===== config.mk =====
export PLATFORM = sky130hd
export DESIGN_NAME = ds_timing_gen
export DESIGN_NICKNAME = d
export VERILOG_FILES = /design/src/rtl/ds_timing_gen.sv
export SDC_FILE = /design/constraint.sdc
export NUM_CORES = 1
export LEC_CHECK = 0
export ABC_CLOCK_PERIOD_IN_PS = 3700
export CORE_MARGIN = 3
export CORE_UTILIZATION = 40
export DETAILED_ROUTE_END_ITERATION = 8
export PLACE_DENSITY = 0.64
export SLEW_MARGIN = 10
export SYNTH_ARGS = -nofsm -noshare
export SYNTH_HDL_FRONTEND = slang
export SYNTH_SLANG_ARGS = --single-unit
export TNS_END_PERCENT = 30

===== constraint.sdc =====
create_clock -name clk -period 3.7 [get_ports clk]
set_input_delay 0.74 -clock clk [delete_from_list [all_inputs] [get_ports clk]]
set_output_delay 0.74 -clock clk [all_outputs]
set_load 0.005 [all_outputs]

===== src/rtl/ds_timing_gen.sv =====
// Raster timing and test-pattern source for the downscaler datapath.
// Stops only at a frame boundary.
module ds_timing_gen #(
  parameter int WIDTH    = 10,
  parameter int H_ACTIVE = 640,
  parameter int H_FP     = 16,
  parameter int H_SYNC   = 96,
  parameter int H_BP     = 48,
  parameter int V_ACTIVE = 480,
  parameter int V_FP     = 10,
  parameter int V_SYNC   = 2,
  parameter int V_BP     = 33,
  parameter bit SYNC_POL = 1'b1
) (
  input  logic             clk,
  input  logic             rst,
  input  logic             i_en,
  input  logic [1:0]       i_pattern,
  output logic             o_vsync,
  output logic             o_hsync,
  output logic             o_de,
  output logic [WIDTH-1:0] o_r_data,
  output logic [WIDTH-1:0] o_g_data,
  output logic [WIDTH-1:0] o_b_data,
  output logic             o_sof,
  output logic             o_busy
);

  localparam int H_TOTAL = H_ACTIVE + H_FP + H_SYNC + H_BP;
  localparam int V_TOTAL = V_ACTIVE + V_FP + V_SYNC + V_BP;
  localparam int HW = ($clog2(H_TOTAL) > 4) ? $clog2(H_TOTAL) : 4;
  localparam int VW = ($clog2(V_TOTAL) > 4) ? $clog2(V_TOTAL) : 4;
  localparam int BAR_W = H_ACTIVE / 8;
  localparam int BW = (BAR_W > 1) ? $clog2(BAR_W) : 1;
  localparam logic [HW-1:0] H_LAST = HW'(H_TOTAL - 1);
  localparam logic [VW-1:0] V_LAST = VW'(V_TOTAL - 1);
  localparam logic [BW-1:0] B_LAST = BW'(BAR_W - 1);

  typedef enum logic [1:0] {S_IDLE, S_RUN, S_DRAIN} state_t;

  state_t          r_state, w_next;
  logic [HW-1:0]   r_h, w_h;
  logic [VW-1:0]   r_v, w_v;
  logic [BW-1:0]   r_bpos, w_bpos;
  logic [2:0]      r_bar, w_bar;
  logic [1:0]      r_pat, w_pat;
  logic            w_last, w_active, w_de, w_hs, w_vs;
  logic [WIDTH-1:0] w_r, w_g, w_b;

  assign w_last   = (r_h == H_LAST) && (r_v == V_LAST);
  assign w_active = (r_state != S_IDLE);

  always_comb begin
    w_next = r_state;
    unique case (r_state)
      S_IDLE:  if (i_en) w_next = S_RUN;
      S_RUN:   if (!i_en) w_next = w_last ? S_IDLE : S_DRAIN;
      S_DRAIN: begin
        if (i_en)        w_next = S_RUN;
        else if (w_last) w_next = S_IDLE;
      end
      default: w_next = S_IDLE;
    endcase
  end

  // Bar index is tracked incrementally so no divider is needed.
  always_comb begin
    w_h    = '0;
    w_v    = '0;
    w_bpos = '0;
    w_bar  = '0;
    if (w_active) begin
      if (r_h == H_LAST) begin
        w_v = (r_v == V_LAST) ? '0 : r_v + 1'b1;
      end else begin
        w_h = r_h + 1'b1;
        w_v = r_v;
        if (r_bpos == B_LAST) begin
          w_bar = r_bar + 3'd1;
        end else begin
          w_bpos = r_bpos + 1'b1;
          w_bar  = r_bar;
        end
      end
    end
  end

  assign w_pat = (r_state == S_RUN && r_h == '0 && r_v == '0)
               ? i_pattern : r_pat;

  assign w_de = w_active && (int'(r_h) < H_ACTIVE)
                         && (int'(r_v) < V_ACTIVE);
  assign w_hs = (int'(r_h) >= H_ACTIVE + H_FP)
             && (int'(r_h) <  H_ACTIVE + H_FP + H_SYNC);
  assign w_vs = (int'(r_v) >= V_ACTIVE + V_FP)
             && (int'(r_v) <  V_ACTIVE + V_FP + V_SYNC);

  always_comb begin
    w_r = '0;
    w_g = '0;
    w_b = '0;
    if (w_de) begin
      unique case (w_pat)
        2'd0: begin
          w_r = {WIDTH{~r_bar[1]}};
          w_g = {WIDTH{~r_bar[2]}};
          w_b = {WIDTH{~r_bar[0]}};
        end
        2'd1: begin
          w_r = WIDTH'(r_h);
          w_g = WIDTH'(r_h);
          w_b = WIDTH'(r_h);
        end
        2'd2: begin
          w_r = {WIDTH{r_h[3] ^ r_v[3]}};
          w_g = {WIDTH{r_h[3] ^ r_v[3]}};
          w_b = {WIDTH{r_h[3] ^ r_v[3]}};
        end
        default: begin
          w_r = '1;
          w_g = '1;
          w_b = '1;
        end
      endcase
    end
  end

  always_ff @(posedge clk or posedge rst) begin
    if (rst) begin
      r_state  <= S_IDLE;
      r_h      <= '0;
      r_v      <= '0;
      r_bpos   <= '0;
      r_bar    <= '0;
      r_pat    <= '0;
      o_de     <= 1'b0;
      o_sof    <= 1'b0;
      o_busy   <= 1'b0;
      o_hsync  <= ~SYNC_POL;
      o_vsync  <= ~SYNC_POL;
      o_r_data <= '0;
      o_g_data <= '0;
      o_b_data <= '0;
    end else begin
      r_state  <= w_next;
      r_h      <= w_h;
      r_v      <= w_v;
      r_bpos   <= w_bpos;
      r_bar    <= w_bar;
      r_pat    <= w_pat;
      o_de     <= w_de;
      o_sof    <= w_active && r_h == '0 && r_v == '0;
      o_busy   <= w_active;
      o_hsync  <= (w_active && w_hs) ? SYNC_POL : ~SYNC_POL;
      o_vsync  <= (w_active && w_vs) ? SYNC_POL : ~SYNC_POL;
      o_r_data <= w_r;
      o_g_data <= w_g;
      o_b_data <= w_b;
    end
  end

endmodule

* Word level (Yosys, flattened, before mapping)
Cells that the tools add are included.
Storage, ports and cells: bits in registers 69, input port bits 5, logic and storage cells 83
Cells by class: add/sub/neg operators 4, $lt $le $gt $ge 6, eq/ne operators 12, multiplexer cells 26, bitwise gates (word level) 4, reduce and logical (&&, ||, !) cells 17
Operators with widths (number):
- one-hot mux 10 bit (3 select lines) | 3
- 2-to-1 mux 10 bit | 8
- 2-to-1 mux 7 bit | 3
- adder 10 x 1 -> 10 bit (second input constant) | 2
- == test 10 bit (second input constant) | 2
- logical NOT 10 bit | 2
- less-than comparator 10 bit (second input constant) | 2
- less-than comparator 10 x 9 -> 1 bit (second input constant) | 2
- 2-to-1 mux 2 bit | 6
- logical AND 1 bit | 11
- greater-or-equal comparator 10 bit (second input constant) | 1
- greater-or-equal comparator 10 x 9 -> 1 bit (second input constant) | 1
- 2-to-1 mux 3 bit | 3
- adder 7 x 1 -> 7 bit (second input constant) | 1
- == test 7 bit (second input constant) | 1
- one-hot mux 2 bit (3 select lines) | 1
- == test 2 x 1 -> 1 bit (second input constant) | 2
- == test 2 bit (second input constant) | 2
- logical NOT 2 bit | 2
- inequality test 2 bit (second input constant) | 2
- adder 3 x 1 -> 3 bit (second input constant) | 1
- inequality test 3 x 1 -> 1 bit (second input constant) | 1
- inequality test 3 bit (second input constant) | 1
- NOT 1 bit | 3
- 5 further kinds | 6

* Longest topological paths before layout
depth after elaboration 7, depth in mapped cells 9, depth with buffers taken out 7

* Least setup slack after synthesis
OpenSTA, ideal clock, no wires.
path type flip-flop to flip-flop, start point register r_h[0], end point register o_r_data[0], setup time 0.145 ns, arrival 2.333 ns, data required time 3.555 ns, path slack 1.222 ns, stages on the path, launching flop included 10, cell sequence dfrtp_1 > inv_1 > ha_1 > or4b_1 > or4_4 > buf_6 > o211a_1 > buf_6 > a221oi_2 > a21oi_1
Between the ends: word-level cells in the longest chain between the ends 7, elaborated cells on any way between the ends 12, classes of those cells order compare: 1; eq/ne: 2; mux: 3; reduce/logical: 6
Ends and longest elaborated chain:
- from (decl) | line 42 | logic [HW-1:0] r_h, w_h;
- from (signal assigned) | line 146 | r_h <= w_h;
- logical NOT 10 bit | line 88 | assign w_pat = (r_state == S_RUN && r_h == '0 && r_v == '0)
- logical AND 1 bit (2 in series) | line 88
- 2-to-1 mux 2 bit | line 89 | ? i_pattern : r_pat;
- == test 2 bit, or another cell as far along | line 103 | unique case (w_pat)
- one-hot mux 10 bit (3 select lines) | line 103
- 2-to-1 mux 10 bit (*) | line 102 | if (w_de) begin
- named net w_r[0] | line 48 | logic [WIDTH-1:0] w_r, w_g, w_b;
- to (signal assigned) | line 156 | o_r_data <= w_r;
- to (decl) | line 22 | output logic [WIDTH-1:0] o_r_data,
Mark *: on every way through the listed nets, which the timed path passes. The rest lies on a longest branch. A chain may end at the register's enable or synchronous reset.

* Final worst setup path
start point register r_h[0], end point register o_b_data[1]
Between the ends: word-level cells in the longest chain between the ends 7, elaborated cells on any way between the ends 12, classes of those cells order compare: 1; eq/ne: 2; mux: 3; reduce/logical: 6
Ends and longest elaborated chain:
- logical NOT 10 bit | line 88
- logical AND 1 bit (2 in series) | line 88
- 2-to-1 mux 2 bit | line 89
- == test 2 bit, or another cell as far along | line 103
- one-hot mux 10 bit (3 select lines) | line 103
- 2-to-1 mux 10 bit (*) | line 102
- named net w_b[1] | line 48
- to (signal assigned) | line 158 | o_b_data <= w_b;
- to (decl) | line 24 | output logic [WIDTH-1:0] o_b_data,
Marked as above.

==> impl_results.html <==
<table>
<tr><th>Metric</th><th>Value</th></tr>
<tr><th colspan="2">Critical path</th></tr>
<tr><td>Buf/Inv on CP</td><td>1</td></tr>
<tr><td>Arrival @ worst endpoint</td><td>2.94 ns</td></tr>
<tr><td>Critical Path Sink Type</td><td>register</td></tr>
<tr><td>Largest stage delay, worst path</td><td>0.50 ns</td></tr>
<tr><td>Register-to-register setup slack</td><td>0.94 ns</td></tr>
<tr><td>Largest delay share family, worst path</td><td>simple AND/OR/NAND/NOR gates</td></tr>
<tr><td>Worst endpoint required time</td><td>3.88 ns</td></tr>
<tr><td>Critical Path, Cell by Cell</td><td>inv_1 &gt; ha_1 &gt; or4b_1 &gt; or4_4 &gt; o211a_1 &gt; a221oi_2 &gt; a21oi_1</td></tr>
<tr><td>Crit-path max FO</td><td>10</td></tr>
<tr><td>Type of the worst setup path</td><td>reg -&gt; reg</td></tr>
<tr><td>Slowest-stage cell, CP</td><td>sky130_fd_sc_hd__or4_4</td></tr>
<tr><td>Endpoint of the lowest-slack register-to-register path</td><td>o_b_data[1]$_DFF_PP0_</td></tr>
<tr><td>Launching point of the worst reg2reg path</td><td>r_h[0]$_DFF_PP0_</td></tr>
<tr><td>Worst Reg-to-Reg Cells</td><td>7</td></tr>
<tr><td>Type of origin of the critical path</td><td>register</td></tr>
<tr><th colspan="2">Global route</th></tr>
<tr><td>Pin count of the biggest net entering global routing</td><td>70</td></tr>
<tr><td>Wire length of the first global-routing pass</td><td>10800 um</td></tr>
<tr><td>Total grt overflow</td><td>0</td></tr>
<tr><td>Total global-route track usage</td><td>15.9%</td></tr>
<tr><td>Vias in the first global route</td><td>2290</td></tr>
<tr><td>Antenna violations before repair</td><td>0</td></tr>
<tr><th colspan="2">Timing</th></tr>
<tr><td>Post-Route Hold Slack</td><td>0.456 ns</td></tr>
<tr><td>Setup repair after global routing missed its margin</td><td>false</td></tr>
<tr><td>Achievable Freq</td><td>about 360 MHz</td></tr>
<tr><td>Post-layout min period</td><td>2.76 ns</td></tr>
<tr><td>Skew final</td><td>around 0.0098 ns</td></tr>
<tr><td>Setup Total Neg Slack</td><td>0 ns</td></tr>
<tr><td>Slew HR</td><td>a little over a quarter</td></tr>
<tr><td>Final-report hold violation count</td><td>0</td></tr>
<tr><td>Pin slew with the least headroom to its limit</td><td>1.10 ns</td></tr>
<tr><td>Final setup violating endpoints</td><td>0</td></tr>
<tr><td>Period utilization</td><td>74.7%</td></tr>
<tr><td>Count of pins over their slew limit</td><td>0</td></tr>
<tr><th colspan="2">Die</th></tr>
<tr><td>Total Die Area</td><td>0.00867 mm^2</td></tr>
<tr><td>Height of the die</td><td>about 93 um</td></tr>
<tr><td>Cell row count</td><td>31</td></tr>
<tr><td>Number of primary I/O pins</td><td>40</td></tr>
<tr><td>Width of the die</td><td>approximately 93 um</td></tr>
<tr><td>Initial Util</td><td>a little over two fifths</td></tr>
<tr><td>Core area</td><td>0.00729 mm^2</td></tr>
<tr><th colspan="2">Power</th></tr>
<tr><td>Sum of internal, switching and leakage power</td><td>0.00239 W</td></tr>
<tr><td>Share of total power in sequential cells</td><td>43.1%</td></tr>
<tr><td>Share of total power in combinational logic</td><td>31.5%</td></tr>
<tr><td>Switching power share of the total</td><td>30.5%</td></tr>
<tr><td>Maximum resistive drop on vdd</td><td>333 uV</td></tr>
<tr><td>Portion of total power attributed to the clock network</td><td>25.4%</td></tr>
<tr><td>Net load switching power</td><td>0.000728 W</td></tr>
<tr><td>P_leak</td><td>~1.6 nW</td></tr>
<tr><td>Design internal power</td><td>0.00166 W</td></tr>
<tr><td>Power Density</td><td>645 mW/mm^2</td></tr>
<tr><th colspan="2">Route</th></tr>
<tr><td>Average wire per cell in the routed design</td><td>14.2 um</td></tr>
<tr><td>Detailed router's first-iteration violation count</td><td>between 90 and 100</td></tr>
<tr><td>Top layer used by detailed routing</td><td>met4</td></tr>
<tr><td>Length of routed wiring on met1</td><td>2630 um</td></tr>
<tr><td>TritonRoute pass-1 iters</td><td>4</td></tr>
<tr><td>Sum of routed wire length over all layers</td><td>6240 um</td></tr>
<tr><td>Final antenna-violating net count</td><td>0</td></tr>
<tr><td>Average vias per placed instance</td><td>5.23</td></tr>
<tr><td>Met2 WL post-DR</td><td>3100 um</td></tr>
<tr><td>Total number of vias</td><td>2295</td></tr>
<tr><td>Remaining routing DRC violations</td><td>0</td></tr>
<tr><td>Met3 WL post-DR</td><td>376 um</td></tr>
<tr><th colspan="2">Finish</th></tr>
<tr><td>Share of final-layout standard cells stronger than drive strength 1</td><td>8.53%</td></tr>
<tr><td>Number of diodes</td><td>0</td></tr>
<tr><td>Signed area change from the synthesized netlist to the final layout</td><td>22.1%</td></tr>
<tr><td>FF/Latch Area</td><td>0.00173 mm^2</td></tr>
<tr><td>FILL cells</td><td>708</td></tr>
<tr><td>Number of nets in the finished design</td><td>346</td></tr>
<tr><td>Area used by multi-input combinational logic</td><td>~0.0012 mm^2</td></tr>
<tr><th colspan="2">Clocking</th></tr>
<tr><td>Post-CTS setup buffer count</td><td>0</td></tr>
<tr><td>CTS clk-pin slew, worst paths</td><td>0.07 ns</td></tr>
<tr><td>Maximum clock insertion buffer count</td><td>2</td></tr>
<tr><td>CTS resizes</td><td>0</td></tr>
<tr><td>Number of CTS-inserted buffers</td><td>9</td></tr>
<tr><td>TritonCTS sink count</td><td>69</td></tr>
<tr><td>Buffer cell driving the clock tree root</td><td>sky130_fd_sc_hd__clkbuf_8</td></tr>
<tr><td>Number of hold buffers added after CTS</td><td>0</td></tr>
<tr><td>Number of H-tree levels</td><td>3</td></tr>
<tr><td>TritonCTS clock tree</td><td>done</td></tr>
<tr><td>Skew-Pair Late Insertion Delay</td><td>approximately 0.35 ns</td></tr>
<tr><th colspan="2">Synth</th></tr>
<tr><td>Library cell occupying the most area in the post-synthesis netlist</td><td>sky130_fd_sc_hd__dfrtp_1</td></tr>
<tr><td>Proportion of netlist area held by the largest area contributor</td><td>between 50% and 60%</td></tr>
<tr><td>Share of synthesized flip-flops with an asynchronous set or reset</td><td>100%</td></tr>
<tr><td>Post-synthesis instance area</td><td>roughly 0.0030 mm^2</td></tr>
<tr><td>Synthesized netlist cell count</td><td>295</td></tr>
<tr><td>Post-synth top cells</td><td>sky130_fd_sc_hd__dfrtp_1, sky130_fd_sc_hd__a21oi_1, sky130_fd_sc_hd__nor2_1</td></tr>
<tr><td>Leading cell type by number of instances after synthesis</td><td>sky130_fd_sc_hd__dfrtp_1</td></tr>
<tr><td>Sequential cell area fraction in the yosys report</td><td>56.9%</td></tr>
<tr><td>Number of flops mapped to enable cells by yosys</td><td>0</td></tr>
<tr><td>Post-synthesis cell type count</td><td>43</td></tr>
<tr><td>Register bit total from synthesis</td><td>a little under 70</td></tr>
<tr><td>Largest cells by area after synthesis</td><td>sky130_fd_sc_hd__dfrtp_1, sky130_fd_sc_hd__a21oi_1, sky130_fd_sc_hd__nor2_1, sky130_fd_sc_hd__o21ai_0, sky130_fd_sc_hd__xnor2_1</td></tr>
<tr><td>Dominant register cell in the synthesized netlist</td><td>sky130_fd_sc_hd__dfrtp_1</td></tr>
<tr><td>Synthesis Warnings</td><td>0</td></tr>
<tr><td>Mapped Nets</td><td>roughly 310</td></tr>
<tr><td>Synthesized area per cell</td><td>10.3 um^2</td></tr>
<tr><th colspan="2">Worst hold path</th></tr>
<tr><td>Hold Path Origin</td><td>r_bpos[0]$_DFF_PP0_</td></tr>
<tr><td>Hold-critical path endpoint</td><td>r_bpos[0]$_DFF_PP0_</td></tr>
<tr><td>Worst hold path stage count</td><td>1</td></tr>
<tr><td>Hold/Removal Path Class</td><td>reg -&gt; reg</td></tr>
<tr><th colspan="2">Run</th></tr>
<tr><td>Number of max-cap violations</td><td>0</td></tr>
<tr><th colspan="2">Placed design</th></tr>
<tr><td>Port Buffer Count</td><td>39</td></tr>
<tr><td>GPL Wtd Cong</td><td>around 0.79</td></tr>
<tr><td>DPL Wire Length</td><td>4310 um</td></tr>
<tr><th colspan="2">Status</th></tr>
<tr><td>Result of the run</td><td>finished clean</td></tr>
</table>
## per-layer routing
layer | up-vias | GRT usage (%)
li1 | 1119 | -
met4 | 0 | 7.20
met5 | - | 0
met1 | 1101 | 18.4
met2 | 60 | 27.4
met3 | 15 | 4.59
## registers in the layout, indices dropped and copies added (netlist names), 2 cells and up
name / flops
r_bar: 3
r_h: 10
r_v: 10
r_pat: 2
r_state: 2
o_r_data: 10
o_b_data: 10
o_g_data: 10
r_bpos: 7
## cell type report
cell class                 instances  share of cell area, %
sequential                        69                   46.6
timing repair buffer              42                   11.1
tap                               99                   3.34
clock buffer                       9                   3.34
multi-input combinational        202                   32.5
inverter                          11                   1.11
clock inverter                     7                   1.96
## placed cells by master (no fill, tap or decap), types with 3 or more instances in the layout
cell                              instances
sky130_fd_sc_hd__buf_4                    3
sky130_fd_sc_hd__xnor2_1                  9
sky130_fd_sc_hd__nand3_1                 11
sky130_fd_sc_hd__nor2b_1                  3
sky130_fd_sc_hd__ha_1                     6
sky130_fd_sc_hd__inv_1                   10
sky130_fd_sc_hd__dfrtp_1                 69
sky130_fd_sc_hd__o21ai_0                 18
sky130_fd_sc_hd__and3_1                   5
sky130_fd_sc_hd__o31ai_1                  3
sky130_fd_sc_hd__nor3_1                   5
sky130_fd_sc_hd__a211oi_1                 3
sky130_fd_sc_hd__clkbuf_8                 9
sky130_fd_sc_hd__nand2_1                 17
sky130_fd_sc_hd__nor2_1                  36
sky130_fd_sc_hd__xor2_1                   5
sky130_fd_sc_hd__a21oi_1                 40
sky130_fd_sc_hd__or3_1                    6
sky130_fd_sc_hd__clkdlybuf4s50_1         39
sky130_fd_sc_hd__a2bb2oi_1                3
sky130_fd_sc_hd__nand4_1                  4
## power groups by stage
stage | combinational (W) | sequential, W | clock (W)
finish | 0.000753 | 0.00103 | 0.000608
global route | 0.000835 | 0.00106 | 0.000656
CTS | 0.000765 | 0.00103 | 0.000629
detailed placement | 0.000762 | 0.00105 | 0
global placement | 0.000742 | 0.00105 | 0
floorplan | 0.000379 | 0.00105 | 0
## logic make-up after synthesis
group,count (synthesis),synth area share (%)
compound gates,77,15.1
xor+xnor,14,4.04
fa+ha+maj,6,2.47
buf+inv,24,3.46
flops,69,56.9
mux,3,1.03
simple gates,102,17.0
## how the worst max path moves through the flow
stage,start,endpoint,slack [ns],cells past startpoint
6_report,r_h[0]$_DFF_PP0_,o_b_data[1]$_DFF_PP0_,0.94,7
5_1_grt,r_h[0]$_DFF_PP0_,o_b_data[0]$_DFF_PP0_,0.77,7
4_1_cts,r_h[0]$_DFF_PP0_,o_b_data[1]$_DFF_PP0_,0.96,7
3_5_place_dp,r_h[0]$_DFF_PP0_,o_r_data[1]$_DFF_PP0_,1.00,7
3_3_place_gp,r_h[0]$_DFF_PP0_,o_r_data[1]$_DFF_PP0_,1.05,7
2_1_floorplan,rst,o_b_data[0]$_DFF_PP0_,1.22,1
## metrics by stage
stage | worst slack (ns) | utilization [%] | std cells | instance area, um^2
5_1_grt | 0.770 | 50.8 | 439 | 3700
3_3_place_gp | 1.05 | 48.1 | 423 | 3510
2_1_floorplan | 1.22 | - | 295 | 3030
3_5_place_dp | 1.00 | 48.1 | 423 | 3510
6_report | 0.938 | 50.8 | 439 | 3700
4_1_cts | 0.963 | 50.8 | 439 | 3700
(Power assumes the default switching activity.)
